$ cat src/rtl/multicycle_ctrl_if.sv
// multicycle_ctrl_if: instruction-register, flag and memory handshake bundle
// between the RV32I multicycle datapath (master) and its controller (slave).
`default_nettype none

interface multicycle_ctrl_if #(
    parameter int CNT_W = 32
);
    logic [6:0]       op;
    logic [2:0]       funct3;
    logic             zero;
    logic             lt;
    logic             ltu;
    logic             mem_ready;

    logic             mem_req;
    logic             adrsrc;
    logic             irwrite;
    logic             pcwrite;
    logic             memwrite;
    logic             regwrite;
    logic [1:0]       resultsrc;
    logic [1:0]       alusrca;
    logic [1:0]       alusrcb;
    logic [1:0]       aluop;
    logic [2:0]       immsrc;
    logic [CNT_W-1:0] instret;
    logic             illegal;

    modport master (
        output op, funct3, zero, lt, ltu, mem_ready,
        input  mem_req, adrsrc, irwrite, pcwrite, memwrite, regwrite,
               resultsrc, alusrca, alusrcb, aluop, immsrc, instret, illegal
    );

    modport slave (
        input  op, funct3, zero, lt, ltu, mem_ready,
        output mem_req, adrsrc, irwrite, pcwrite, memwrite, regwrite,
               resultsrc, alusrca, alusrcb, aluop, immsrc, instret, illegal
    );
endinterface

`default_nettype wire

$ cat src/rtl/multicycle_ctrl.sv
// multicycle_ctrl: RV32I multicycle Moore control FSM with branch evaluation and
// retired-instruction counter. Optional macro ILLEGAL_TRAP_EN makes bad opcodes trap.
`default_nettype none

module multicycle_ctrl #(
    parameter int CNT_W = 32
) (
    input  wire                clk,
    input  wire                rst_n,
    multicycle_ctrl_if.slave   bus
);
    typedef enum logic [3:0] {
        S_FETCH, S_DECODE, S_MEMADR, S_MEMREAD, S_MEMWB, S_MEMWRITE, S_EXECR,
        S_EXECI, S_LUI, S_AUIPC, S_ALUWB, S_JAL, S_BRANCH, S_ILLEGAL
    } state_t;

    state_t           state_q, state_d;
    logic             mem_req_q, adrsrc_q, memwrite_q, regwrite_q;
    logic             fetch_q, jal_q, branch_q;
    logic [1:0]       resultsrc_q, alusrca_q, alusrcb_q, aluop_q;
    logic [CNT_W-1:0] instret_q;
    logic             retire_w, taken_w;

    always_comb begin
        state_d = state_q;
        case (state_q)
            S_FETCH:    if (bus.mem_ready) state_d = S_DECODE;
            S_DECODE: begin
                case (bus.op)
                    7'b0000011, 7'b0100011: state_d = S_MEMADR;
                    7'b0110011:             state_d = S_EXECR;
                    7'b0010011:             state_d = S_EXECI;
                    7'b1100011:             state_d = S_BRANCH;
                    7'b1101111:             state_d = S_JAL;
                    7'b0110111:             state_d = S_LUI;
                    7'b0010111:             state_d = S_AUIPC;
                    default:                state_d = S_ILLEGAL;
                endcase
            end
            S_MEMADR:   state_d = bus.op[5] ? S_MEMWRITE : S_MEMREAD;
            S_MEMREAD:  if (bus.mem_ready) state_d = S_MEMWB;
            S_MEMWRITE: if (bus.mem_ready) state_d = S_FETCH;
            S_EXECR, S_EXECI, S_LUI, S_AUIPC, S_JAL: state_d = S_ALUWB;
            S_MEMWB, S_ALUWB, S_BRANCH:             state_d = S_FETCH;
`ifdef ILLEGAL_TRAP_EN
            S_ILLEGAL:  state_d = S_ILLEGAL;
`else
            S_ILLEGAL:  state_d = S_FETCH;
`endif
            default:    state_d = S_FETCH;
        endcase
    end

    always_comb begin
        case (bus.funct3)
            3'b000:  taken_w = bus.zero;
            3'b001:  taken_w = !bus.zero;
            3'b100:  taken_w = bus.lt;
            3'b101:  taken_w = !bus.lt;
            3'b110:  taken_w = bus.ltu;
            3'b111:  taken_w = !bus.ltu;
            default: taken_w = 1'b0;
        endcase
    end

    assign retire_w = (state_q == S_MEMWB) || (state_q == S_ALUWB) || (state_q == S_BRANCH) ||
                      ((state_q == S_MEMWRITE) && bus.mem_ready);

    // Moore outputs are registered from the next state so they are valid on state entry.
    always_ff @(posedge clk or negedge rst_n) begin
        if (!rst_n) begin
            state_q     <= S_FETCH;
            instret_q   <= '0;
            mem_req_q   <= 1'b1;
            adrsrc_q    <= 1'b0;
            memwrite_q  <= 1'b0;
            regwrite_q  <= 1'b0;
            fetch_q     <= 1'b1;
            jal_q       <= 1'b0;
            branch_q    <= 1'b0;
            resultsrc_q <= 2'b10;
            alusrca_q   <= 2'b00;
            alusrcb_q   <= 2'b10;
            aluop_q     <= 2'b00;
        end else begin
            state_q     <= state_d;
            if (retire_w) instret_q <= instret_q + CNT_W'(1);
            mem_req_q   <= 1'b0;
            adrsrc_q    <= 1'b0;
            memwrite_q  <= 1'b0;
            regwrite_q  <= 1'b0;
            fetch_q     <= 1'b0;
            jal_q       <= 1'b0;
            branch_q    <= 1'b0;
            resultsrc_q <= 2'b00;
            alusrca_q   <= 2'b00;
            alusrcb_q   <= 2'b00;
            aluop_q     <= 2'b00;
            case (state_d)
                S_FETCH: begin
                    mem_req_q <= 1'b1; fetch_q <= 1'b1;
                    resultsrc_q <= 2'b10; alusrcb_q <= 2'b10;
                end
                S_DECODE:   begin alusrca_q <= 2'b01; alusrcb_q <= 2'b01; end
                S_MEMADR:   begin alusrca_q <= 2'b10; alusrcb_q <= 2'b01; end
                S_MEMREAD:  begin mem_req_q <= 1'b1; adrsrc_q <= 1'b1; end
                S_MEMWB:    begin resultsrc_q <= 2'b01; regwrite_q <= 1'b1; end
                S_MEMWRITE: begin mem_req_q <= 1'b1; adrsrc_q <= 1'b1; memwrite_q <= 1'b1; end
                S_EXECR:    begin alusrca_q <= 2'b10; aluop_q <= 2'b10; end
                S_EXECI:    begin alusrca_q <= 2'b10; alusrcb_q <= 2'b01; aluop_q <= 2'b10; end
                S_LUI:      begin alusrca_q <= 2'b11; alusrcb_q <= 2'b01; end
                S_AUIPC:    begin alusrca_q <= 2'b01; alusrcb_q <= 2'b01; end
                S_ALUWB:    regwrite_q <= 1'b1;
                S_JAL:      begin alusrca_q <= 2'b01; alusrcb_q <= 2'b10; jal_q <= 1'b1; end
                S_BRANCH: begin
                    alusrca_q <= 2'b10; aluop_q <= 2'b01; branch_q <= 1'b1;
                end
                default: ;
            endcase
        end
    end

`ifdef ILLEGAL_TRAP_EN
    logic illegal_q;
    always_ff @(posedge clk or negedge rst_n) begin
        if (!rst_n)                      illegal_q <= 1'b0;
        else if (state_d == S_ILLEGAL)   illegal_q <= 1'b1;
    end
    assign bus.illegal = illegal_q;
`else
    assign bus.illegal = 1'b0;
`endif

    always_comb begin
        case (bus.op)
            7'b0000011, 7'b0010011: bus.immsrc = 3'b000;
            7'b0100011:             bus.immsrc = 3'b001;
            7'b1100011:             bus.immsrc = 3'b010;
            7'b1101111:             bus.immsrc = 3'b011;
            7'b0110111, 7'b0010111: bus.immsrc = 3'b100;
            default:                bus.immsrc = 3'b000;
        endcase
    end

    // Handshake-dependent strobes stay combinational; rst_n gating keeps them low in reset.
    assign bus.irwrite   = rst_n && fetch_q && bus.mem_ready;
    assign bus.pcwrite   = rst_n && ((fetch_q && bus.mem_ready) || jal_q || (branch_q && taken_w));
    assign bus.mem_req   = mem_req_q;
    assign bus.adrsrc    = adrsrc_q;
    assign bus.memwrite  = memwrite_q;
    assign bus.regwrite  = regwrite_q;
    assign bus.resultsrc = resultsrc_q;
    assign bus.alusrca   = alusrca_q;
    assign bus.alusrcb   = alusrcb_q;
    assign bus.aluop     = aluop_q;
    assign bus.instret   = instret_q;
endmodule

`default_nettype wire

$ cat src/flat_wrapper.sv
// flat-port wrapper written by rule: the top's interface ports become plain ports
module multicycle_ctrl_flat 
#(
    parameter int CNT_W = 32
)
  (clk, rst_n, bus_op, bus_funct3, bus_zero, bus_lt, bus_ltu, bus_mem_ready, bus_mem_req, bus_adrsrc, bus_irwrite, bus_pcwrite, bus_memwrite, bus_regwrite, bus_resultsrc, bus_alusrca, bus_alusrcb, bus_aluop, bus_immsrc, bus_instret, bus_illegal);
  multicycle_ctrl_if #(.CNT_W(CNT_W)) bus_i ();
  input  wire clk;
  input  wire rst_n;
  input wire logic [$bits(bus_i.op)-1:0] bus_op;
  input wire logic [$bits(bus_i.funct3)-1:0] bus_funct3;
  input wire logic [$bits(bus_i.zero)-1:0] bus_zero;
  input wire logic [$bits(bus_i.lt)-1:0] bus_lt;
  input wire logic [$bits(bus_i.ltu)-1:0] bus_ltu;
  input wire logic [$bits(bus_i.mem_ready)-1:0] bus_mem_ready;
  output wire logic [$bits(bus_i.mem_req)-1:0] bus_mem_req;
  output wire logic [$bits(bus_i.adrsrc)-1:0] bus_adrsrc;
  output wire logic [$bits(bus_i.irwrite)-1:0] bus_irwrite;
  output wire logic [$bits(bus_i.pcwrite)-1:0] bus_pcwrite;
  output wire logic [$bits(bus_i.memwrite)-1:0] bus_memwrite;
  output wire logic [$bits(bus_i.regwrite)-1:0] bus_regwrite;
  output wire logic [$bits(bus_i.resultsrc)-1:0] bus_resultsrc;
  output wire logic [$bits(bus_i.alusrca)-1:0] bus_alusrca;
  output wire logic [$bits(bus_i.alusrcb)-1:0] bus_alusrcb;
  output wire logic [$bits(bus_i.aluop)-1:0] bus_aluop;
  output wire logic [$bits(bus_i.immsrc)-1:0] bus_immsrc;
  output wire logic [$bits(bus_i.instret)-1:0] bus_instret;
  output wire logic [$bits(bus_i.illegal)-1:0] bus_illegal;
  assign bus_i.op = bus_op;
  assign bus_i.funct3 = bus_funct3;
  assign bus_i.zero = bus_zero;
  assign bus_i.lt = bus_lt;
  assign bus_i.ltu = bus_ltu;
  assign bus_i.mem_ready = bus_mem_ready;
  assign bus_mem_req = bus_i.mem_req;
  assign bus_adrsrc = bus_i.adrsrc;
  assign bus_irwrite = bus_i.irwrite;
  assign bus_pcwrite = bus_i.pcwrite;
  assign bus_memwrite = bus_i.memwrite;
  assign bus_regwrite = bus_i.regwrite;
  assign bus_resultsrc = bus_i.resultsrc;
  assign bus_alusrca = bus_i.alusrca;
  assign bus_alusrcb = bus_i.alusrcb;
  assign bus_aluop = bus_i.aluop;
  assign bus_immsrc = bus_i.immsrc;
  assign bus_instret = bus_i.instret;
  assign bus_illegal = bus_i.illegal;
  multicycle_ctrl #(.CNT_W(CNT_W)) u_core (.clk(clk), .rst_n(rst_n), .bus(bus_i));
endmodule
$ cat config.mk
export PLATFORM = sky130hd
export DESIGN_NAME = multicycle_ctrl_flat
export DESIGN_NICKNAME = d
export VERILOG_FILES = /design/src/rtl/multicycle_ctrl_if.sv /design/src/rtl/multicycle_ctrl.sv /design/src/flat_wrapper.sv
export SDC_FILE = /design/constraint.sdc
export NUM_CORES = 1
export LEC_CHECK = 0
export CORE_AREA = 4 4 57 110
export CTS_BUF_LIST = sky130_fd_sc_hd__clkbuf_16
export DETAILED_ROUTE_END_ITERATION = 6
export DIE_AREA = 0 0 61 114
export HOLD_SLACK_MARGIN = 0.1
export PLACE_DENSITY_LB_ADDON = 0.2
export RECOVER_POWER = 50
export SETUP_SLACK_MARGIN = 0.05
export SLEW_MARGIN = 20
export SYNTH_ARGS = -nofsm -noshare
export SYNTH_HDL_FRONTEND = slang
export SYNTH_SLANG_ARGS = --single-unit
$ cat constraint.sdc
create_clock -name clk -period 2.2 [get_ports clk]
set_input_delay 0.44 -clock clk [delete_from_list [all_inputs] [get_ports clk]]
set_output_delay 0.44 -clock clk [all_outputs]
set_load 0.005 [all_outputs]
==> flow_summary.toml, run 1 <==
[run_status]
status = "completed"

[cts]
cts_buffer_depth = 2
cts.htree.levels = 2
numCtsBuffers = 5
cts_sinks = 50
path_clk_slew_ns = 0.06
clock_latency_ns = 0.29
cts_tree = "built"
cts-root-buf = "clkbuf_16"

[worst_setup_path]
crit_required_ns = 2.42
end_kind = "flip-flop"
arrival_ns = 2.33
criticalPathCategory = "input pin to flip-flop"
path_max_fanout = 5
worstSetupStartpointType = "input pin"

[die]
die-area_um2 = 6950
die_x_um = 61
num_rows = 38
coreArea_um2 = 5420
initial_core_util_pct = 47.1
pin_count = 66
die_h_um = 114

[synth]
synth_top_area_cell = "dfrtp_1"
yosysTopAreaCellShare_pct = 46.1
syn_area_um2 = 2550
ys_ff_latch = 50
syn-num-nets = 254
ys_async_sr_fraction_pct = 100
synth_edf_count = 0
netlist_top_cells_area = "dfrtp_1 (46%), xnor2_1 (7.2%), xor2_1 (4.1%)"
avgSynthCellArea_um2 = 10.8
yosysSeqAreaShare_pct = 49.2
synth_cell_types = 59
yosysWarnings = 0
synth_cells = 237
synth_ff_type = "dfrtp_1"

[placement]
numPortBuffers = 64
gp_congestion = 0.845
pre_cts_ws_ns = -0.442
place_hpwl_um = 4880

[detailed_routing]
routed_via_density = 5.56
drc = 0
vias = 2219
wirelength_um = 6270
drtPass1Iterations = 4
ant_nets = 0
wl_per_cell_um = 15.7
drt_iter0_drc = 71

[sta]
setup_tns_ns = 0
worst_slack_ns = 0.0897
slew_headroom_pct = 26.4
fin_crit_sh_pct = 95.9
setup_violations = 0
maxSlewViolCount = 0
finalClockSkew_ns = 0.00283
finalHoldViolCount = 0
period_needed_ns = 2.11
rsz0062_at_grt = "true"
max_freq_mhz = 474
worstMarginPinSlew_ns = 1.10

[finish]
mostFrequentLayoutCell = "dfrtp_1"
syn2layout_area_growth_pct = 43.0
layout_common_cells = "dfrtp_1 (47), clkdlybuf4s50_1 (36), buf_4 (36)"
fill_cells = 439
final_util_pct = 67.4
antennaDiodeCount = 0
layout-drive-gt1-share_pct = 19.5
nNetsFinal = 355

[job]
drv_cap = 0

[global_routing]
antenna_found_initial = 0
track_usage_pct = 19.9
grt_pass1_wl_um = 10400
gr-total-overflow = 0
grt_pass1_vias = 2300
grt_max_degree = 46

[power]
total_leakage_power_nw = 1.57
finalPower_mw = 3.74
max-vdd-ir-drop_mv = 0.880
powerDensity_nw_per_um2 = 1030

[min_path]
hold_class = "input pin to asynchronous set/reset pin"
[stage by stage]
| step | std cells | hold slack (ns) | area (um2) |
|---|---|---|---|
| floorplan | 237 | 0.144 | 2550 |
| global placement | 390 | 0.295 | 3500 |
| detailed placement | 390 | 0.297 | 3500 |
| CTS | 399 | 0.159 | 3670 |
| global route | 399 | 0.288 | 3650 |
| finish | 399 | 0.246 | 3650 |
[synth_stat cells (2+ instances only)]
cell type,instances
dfrtp_1,47
xnor2_1,21
nand2_1,17
nand3_1,14
nand4_1,12
xor2_1,12
nor2_1,9
a21oi_1,7
and3_1,7
nand3b_1,6
nor3_1,6
buf_2,5
nand2b_1,5
a211oi_2,3
and4_1,3
dfstp_2,3
inv_1,3
nor2b_1,3
nor3b_1,3
a21o_1,2
and2_1,2
buf_4,2
clkbuf_1,2
mux2_2,2
mux2i_1,2
nand4b_1,2
o21ai_0,2
o22ai_1,2
or3_1,2
or3b_1,2
[power breakdown]
| part | internal [mW] | switching, mW | total [mW] | leakage, nW |
|---|---|---|---|---|
| Clock | 0.528 | 0.324 | 0.852 | 0.0864 |
| Sequential | 1.13 | 0.165 | 1.29 | 0.623 |
| Combinational | 0.874 | 0.726 | 1.60 | 0.862 |
| Total | 2.53 | 1.21 | 3.74 | 1.57 |
[worst paths after layout]
path / from / endpoint / slack (ns) / cells after the start
worst max register to register: u_core.state_q[1] / u_core.bus.alusrcb[0] / 0.12 / 5
min in group clk: u_core.bus.instret[31] / u_core.bus.instret[31] / 0.46 / 1
worst max-delay path: bus_op[2] / u_core.bus.alusrcb[1] / 0.09 / 8
worst min register to register: u_core.bus.instret[31] / u_core.bus.instret[31] / 0.46 / 1
worst min-delay path: rst_n / u_core.bus.alusrcb[1] / 0.25 / 1
max in group asynchronous: rst_n / u_core.bus.aluop[1] / 0.86 / 2
[state kept, by name (all words and copies together) (netlist names)]
register	flops
u_core.bus.instret	32
u_core.state_q	4
u_core.bus.aluop	2
u_core.bus.alusrca	2
u_core.bus.alusrcb	2
u_core.branch_q	1
u_core.bus.adrsrc	1
u_core.bus.mem_req	1
u_core.bus.memwrite	1
u_core.bus.regwrite	1
u_core.bus.resultsrc	1
u_core.fetch_q	1
u_core.jal_q	1
[cells by family after synthesis]
logic type	synth area share (%)
and+or+nand+nor	24.7
DFF	49.2
xor gates and xnor gates	11.3
AOI/OAI and AO/OA	9.66
buffers and inverters	2.45
muxes	1.67
adders and majority gates	0.882
other	0.147
[worst max-delay path, stage by stage]
cell and delay (ns):
clkdlybuf4s50_1 0.43, nand4bb_1 0.25, buf_4 0.19, o22ai_1 0.18, a32oi_2 0.13, buf_4 0.18, or3_1 0.37, a21oi_1 0.16
[layer usage]
layer | part of all wire (%) | up-vias | GRT usage, %
met4 | 3.3 | 0 | 9.99
met5 | 0 | - | 0
met1 | 35 | 1084 | 19.9
met3 | 3.7 | 19 | 3.74
li1 | - | 1059 | -
met2 | 58 | 57 | 36.8
[cell type report]
type,instances,area (um2),area share [%]
Clock inverter,3,37.5,1.03
Timing Repair Buffer,103,906,24.8
Clock buffer,5,125,3.43
Inverter,4,15.0,0.411
Multi-Input combinational cell,174,1240,33.9
Sequential cell,50,1250,34.4
Tap cell,60,75.1,2.06
[what timing repair did]
item	in CTS	in global routing
pin swaps	3	3
cloned	0	0
setup endpoints to repair	7	4
hold endpoints to repair	4	0
buffers inserted	0	0
hold buffers	1	0
gates resized for setup	12	5
No activity file was read; power rests on OpenSTA's default activity.
==> run 2: changes to the inputs <==
--- a/config.mk
+++ b/config.mk
@@ -5,14 +5,17 @@
 export SDC_FILE = /design/constraint.sdc
 export NUM_CORES = 1
 export LEC_CHECK = 0
-export CORE_AREA = 4 4 57 110
+export ABC_AREA = 1
+export CORE_AREA = 4 4 58 112
 export CTS_BUF_LIST = sky130_fd_sc_hd__clkbuf_16
+export CTS_CLUSTER_DIAMETER = 80
 export DETAILED_ROUTE_END_ITERATION = 6
-export DIE_AREA = 0 0 61 114
+export DIE_AREA = 0 0 62 116
 export HOLD_SLACK_MARGIN = 0.1
 export PLACE_DENSITY_LB_ADDON = 0.2
 export RECOVER_POWER = 50
 export SETUP_SLACK_MARGIN = 0.05
+export SKIP_LAST_GASP = 1
 export SLEW_MARGIN = 20
 export SYNTH_ARGS = -nofsm -noshare
 export SYNTH_HDL_FRONTEND = slang
==> run 2 against run 1 <==
Net effect:
- clock power down 5.0%
- flip-flop and latch count unchanged
- worst hold slack better by 0.27 ns
- worst setup slack better by 0.031 ns
- global-route usage up 0.39 points
- clock-buffer cell count unchanged
- final cell count up 22%
- synthesized area up 5.5%
- largest power group unchanged
==> flow_summary.toml, run 2 <==
[synth]
synth_top_area_cell = "dfrtp_1"
yosysMostFrequentCell = "nand2_1"
ys_async_sr_fraction_pct = 100
yosysTopAreaCellShare_pct = 43.7
syn_area_um2 = 2690
synth_edf_count = 0
yosysWarnings = 0
syn-num-nets = 349
ys_ff_latch = 50
synth_cells = 332
avgSynthCellArea_um2 = 8.11
netlist_top_cells_area = "dfrtp_1 (44%), nand2_1 (9.9%), xor2_1 (8.5%)"
yosysSeqAreaShare_pct = 46.6
synth_cell_types = 31
synth_common_cells = "nand2_1 (71), inv_1 (48), dfrtp_1 (47)"
synth_ff_type = "dfrtp_1"

[cts]
cts_tree = "built"
numCtsBuffers = 5
clock_latency_ns = 0.29
path_clk_slew_ns = 0.07
cts-root-buf = "clkbuf_16"
ctsHoldBuffers = 0
cts.htree.levels = 2
cts_sinks = 50
cts_buffer_depth = 2

[finish]
largest_reg_flops = 32
layout-drive-gt1-share_pct = 20.0
design_area_um2 = 3800
fill_cells = 508
mostFrequentLayoutCell = "nand2_1"
syn2layout_area_growth_pct = 40.9
antennaDiodeCount = 0
nNetsFinal = 442
layout_common_cells = "nand2_1 (62), inv_1 (46), dfrtp_1 (46)"

[placement]
place_hpwl_um = 5230
dpl_cell_area_um2 = 3530
numPortBuffers = 64
gp_congestion = 0.871
pre_cts_ws_ns = -0.491

[detailed_routing]
wirelength_um = 6680
routed_via_density = 4.97
ant_nets = 0
vias = 2422
wl_per_cell_um = 13.7
drtPass1Iterations = 4
drt_iter0_drc = 101
drc = 0

[sta]
worst_slack_ns = 0.121
rsz0062_at_grt = "true"
maxSlewViolCount = 0
setup_violations = 0
fin_crit_sh_pct = 94.5
finalHoldViolCount = 0
finalClockSkew_ns = 0.00636
worstMarginPinSlew_ns = 1.23
period_needed_ns = 2.08
max_freq_mhz = 481
slew_headroom_pct = 17.9

[global_routing]
track_usage_pct = 20.3
grt_pass1_wl_um = 11000
gr-total-overflow = 0
grt_max_degree = 51
antenna_found_initial = 0
grt_pass1_vias = 2566

[job]
drv_cap = 0

[min_path]
min_path_cells = 1
min-delay-start = "u_core.bus.instret[13]"
hold_class = "flip-flop to flip-flop"

[die]
die-area_um2 = 7190
die_h_um = 116
pin_count = 66
initial_core_util_pct = 47.2
die_x_um = 62
num_rows = 39
coreArea_um2 = 5710

[worst_setup_path]
arrival_ns = 2.26
path_cells = "clkdlybuf4s50_1 > nand2_2 > nor2_2 > nand2_1 > buf_4 > buf_4 > buf_4 > nand4_1 > nand2_1 > nand2_2 > nand2_4 > nand2_2 > nor2_1 > nand3b_1"
cpPeakStageDelay_ns = 0.47
criticalPathCategory = "input pin to flip-flop"
crit_start = "bus_op[1]"
r2r_cells = 9
path_max_fanout = 4
worstSetupStartpointType = "input pin"
cp_slowest_cell = "clkdlybuf4s50_1"
end_kind = "flip-flop"
r2r_start = "u_core.bus.instret[0]"
crit_required_ns = 2.38

[power]
powerDensity_nw_per_um2 = 946
max-vdd-ir-drop_mv = 0.826
total_leakage_power_nw = 1.98

[run_status]
status = "completed"
run 2: changes by cell type in the layout (fill, tap and decap cells not counted), moves of 6 or more:
cell | previous run | this run
nor2_1 | 9 | 35
buf_4 | 36 | 23
nor2_2 | 1 | 9
xnor2_1 | 21 | 4
dlymetal6s2s_1 | 0 | 6
nand2_2 | 0 | 13
nor3_1 | 6 | 14
and3_1 | 7 | 0
xor2_1 | 12 | 26
nand2_1 | 17 | 62
dlygate4sd3_1 | 20 | 10
inv_2 | 1 | 7
inv_1 | 5 | 46
run 2: path summary, 6_finish.rpt:
check,endpoint,slack (ns)
worst max-delay path,u_core.bus.alusrca[0],0.12
worst min-delay path,u_core.bus.instret[13],0.52
worst max register to register,u_core.bus.instret[28],0.21
worst min register to register,u_core.bus.instret[13],0.52
max in group asynchronous,u_core.bus.instret[0],0.79
min in group asynchronous,u_core.bus.instret[21],0.58
run 2: layout make-up:
cell class | instances | area, um2 | area share [%]
Clock buffer | 5 | 125 | 3.30
Clock inverter | 3 | 28.8 | 0.758
Inverter | 54 | 203 | 5.34
Multi-Input combinational cell | 225 | 1280 | 33.8
Sequential cell | 50 | 1260 | 33.1
Tap cell | 61 | 76.3 | 2.01
Timing Repair Buffer | 89 | 822 | 21.7
run 2: logic make-up (layout without fill, tap and decap cells):
| family | after synthesis | count (layout) | share of synthesized area (%) |
|---|---|---|---|
| AND/OR/NAND/NOR | 173 | 173 | 30.7 |
| XOR/XNOR | 30 | 30 | 9.75 |
| other | 1 | 1 | 0.139 |
| flip-flops | 50 | 50 | 46.6 |
| AO/OA/AOI/OAI | 19 | 19 | 3.67 |
| adder cells (fa/ha/maj) | 1 | 1 | 0.464 |
| multiplexers | 1 | 1 | 0.372 |
| buffers and inverters | 57 | 151 | 8.27 |
run 2: metal layers:
metal  track usage, %  routed length, um  vias up
met1             20.3               2250     1131
met3             2.90                251       22
met2             37.3               3870       56
met5                0                  0        -
met4             11.5                311        0
li1                 -                  -     1213
run 2: metrics by stage:
step	std cells	setup TNS (ns)	hold WS [ns]	total power, mW	util (%)
final	487	0	0.520	3.59	66.5
after global routing	487	-0.0262	0.550	3.86	66.5
after CTS	486	-0.0346	0.318	3.58	65.3
after detailed placement	473	-1.16	0.511	2.75	61.8
after global placement	473	-0.869	0.512	2.72	61.8
after floorplan	332	0	0.144	2.10	-
run 2: critical path, delay by kind of cell:
family                 cells  cell delay (ns)
buffers and inverters      4             0.85
AND/OR/NAND/NOR           10             0.98
run 2: power by group:
part,switching [mW],total (mW),internal (mW)
Clock,0.372,0.809,0.436
Sequential,0.158,1.31,1.15
Combinational,0.854,1.48,0.623
run 2: repair_timing:
action                                  4_1_cts  5_1_grt
pin swaps                                     5       11
buffers inserted                              5        1
endpoints found under the setup margin        4       14
gates resized for setup                      16       29
endpoints found under the hold margin         0        0
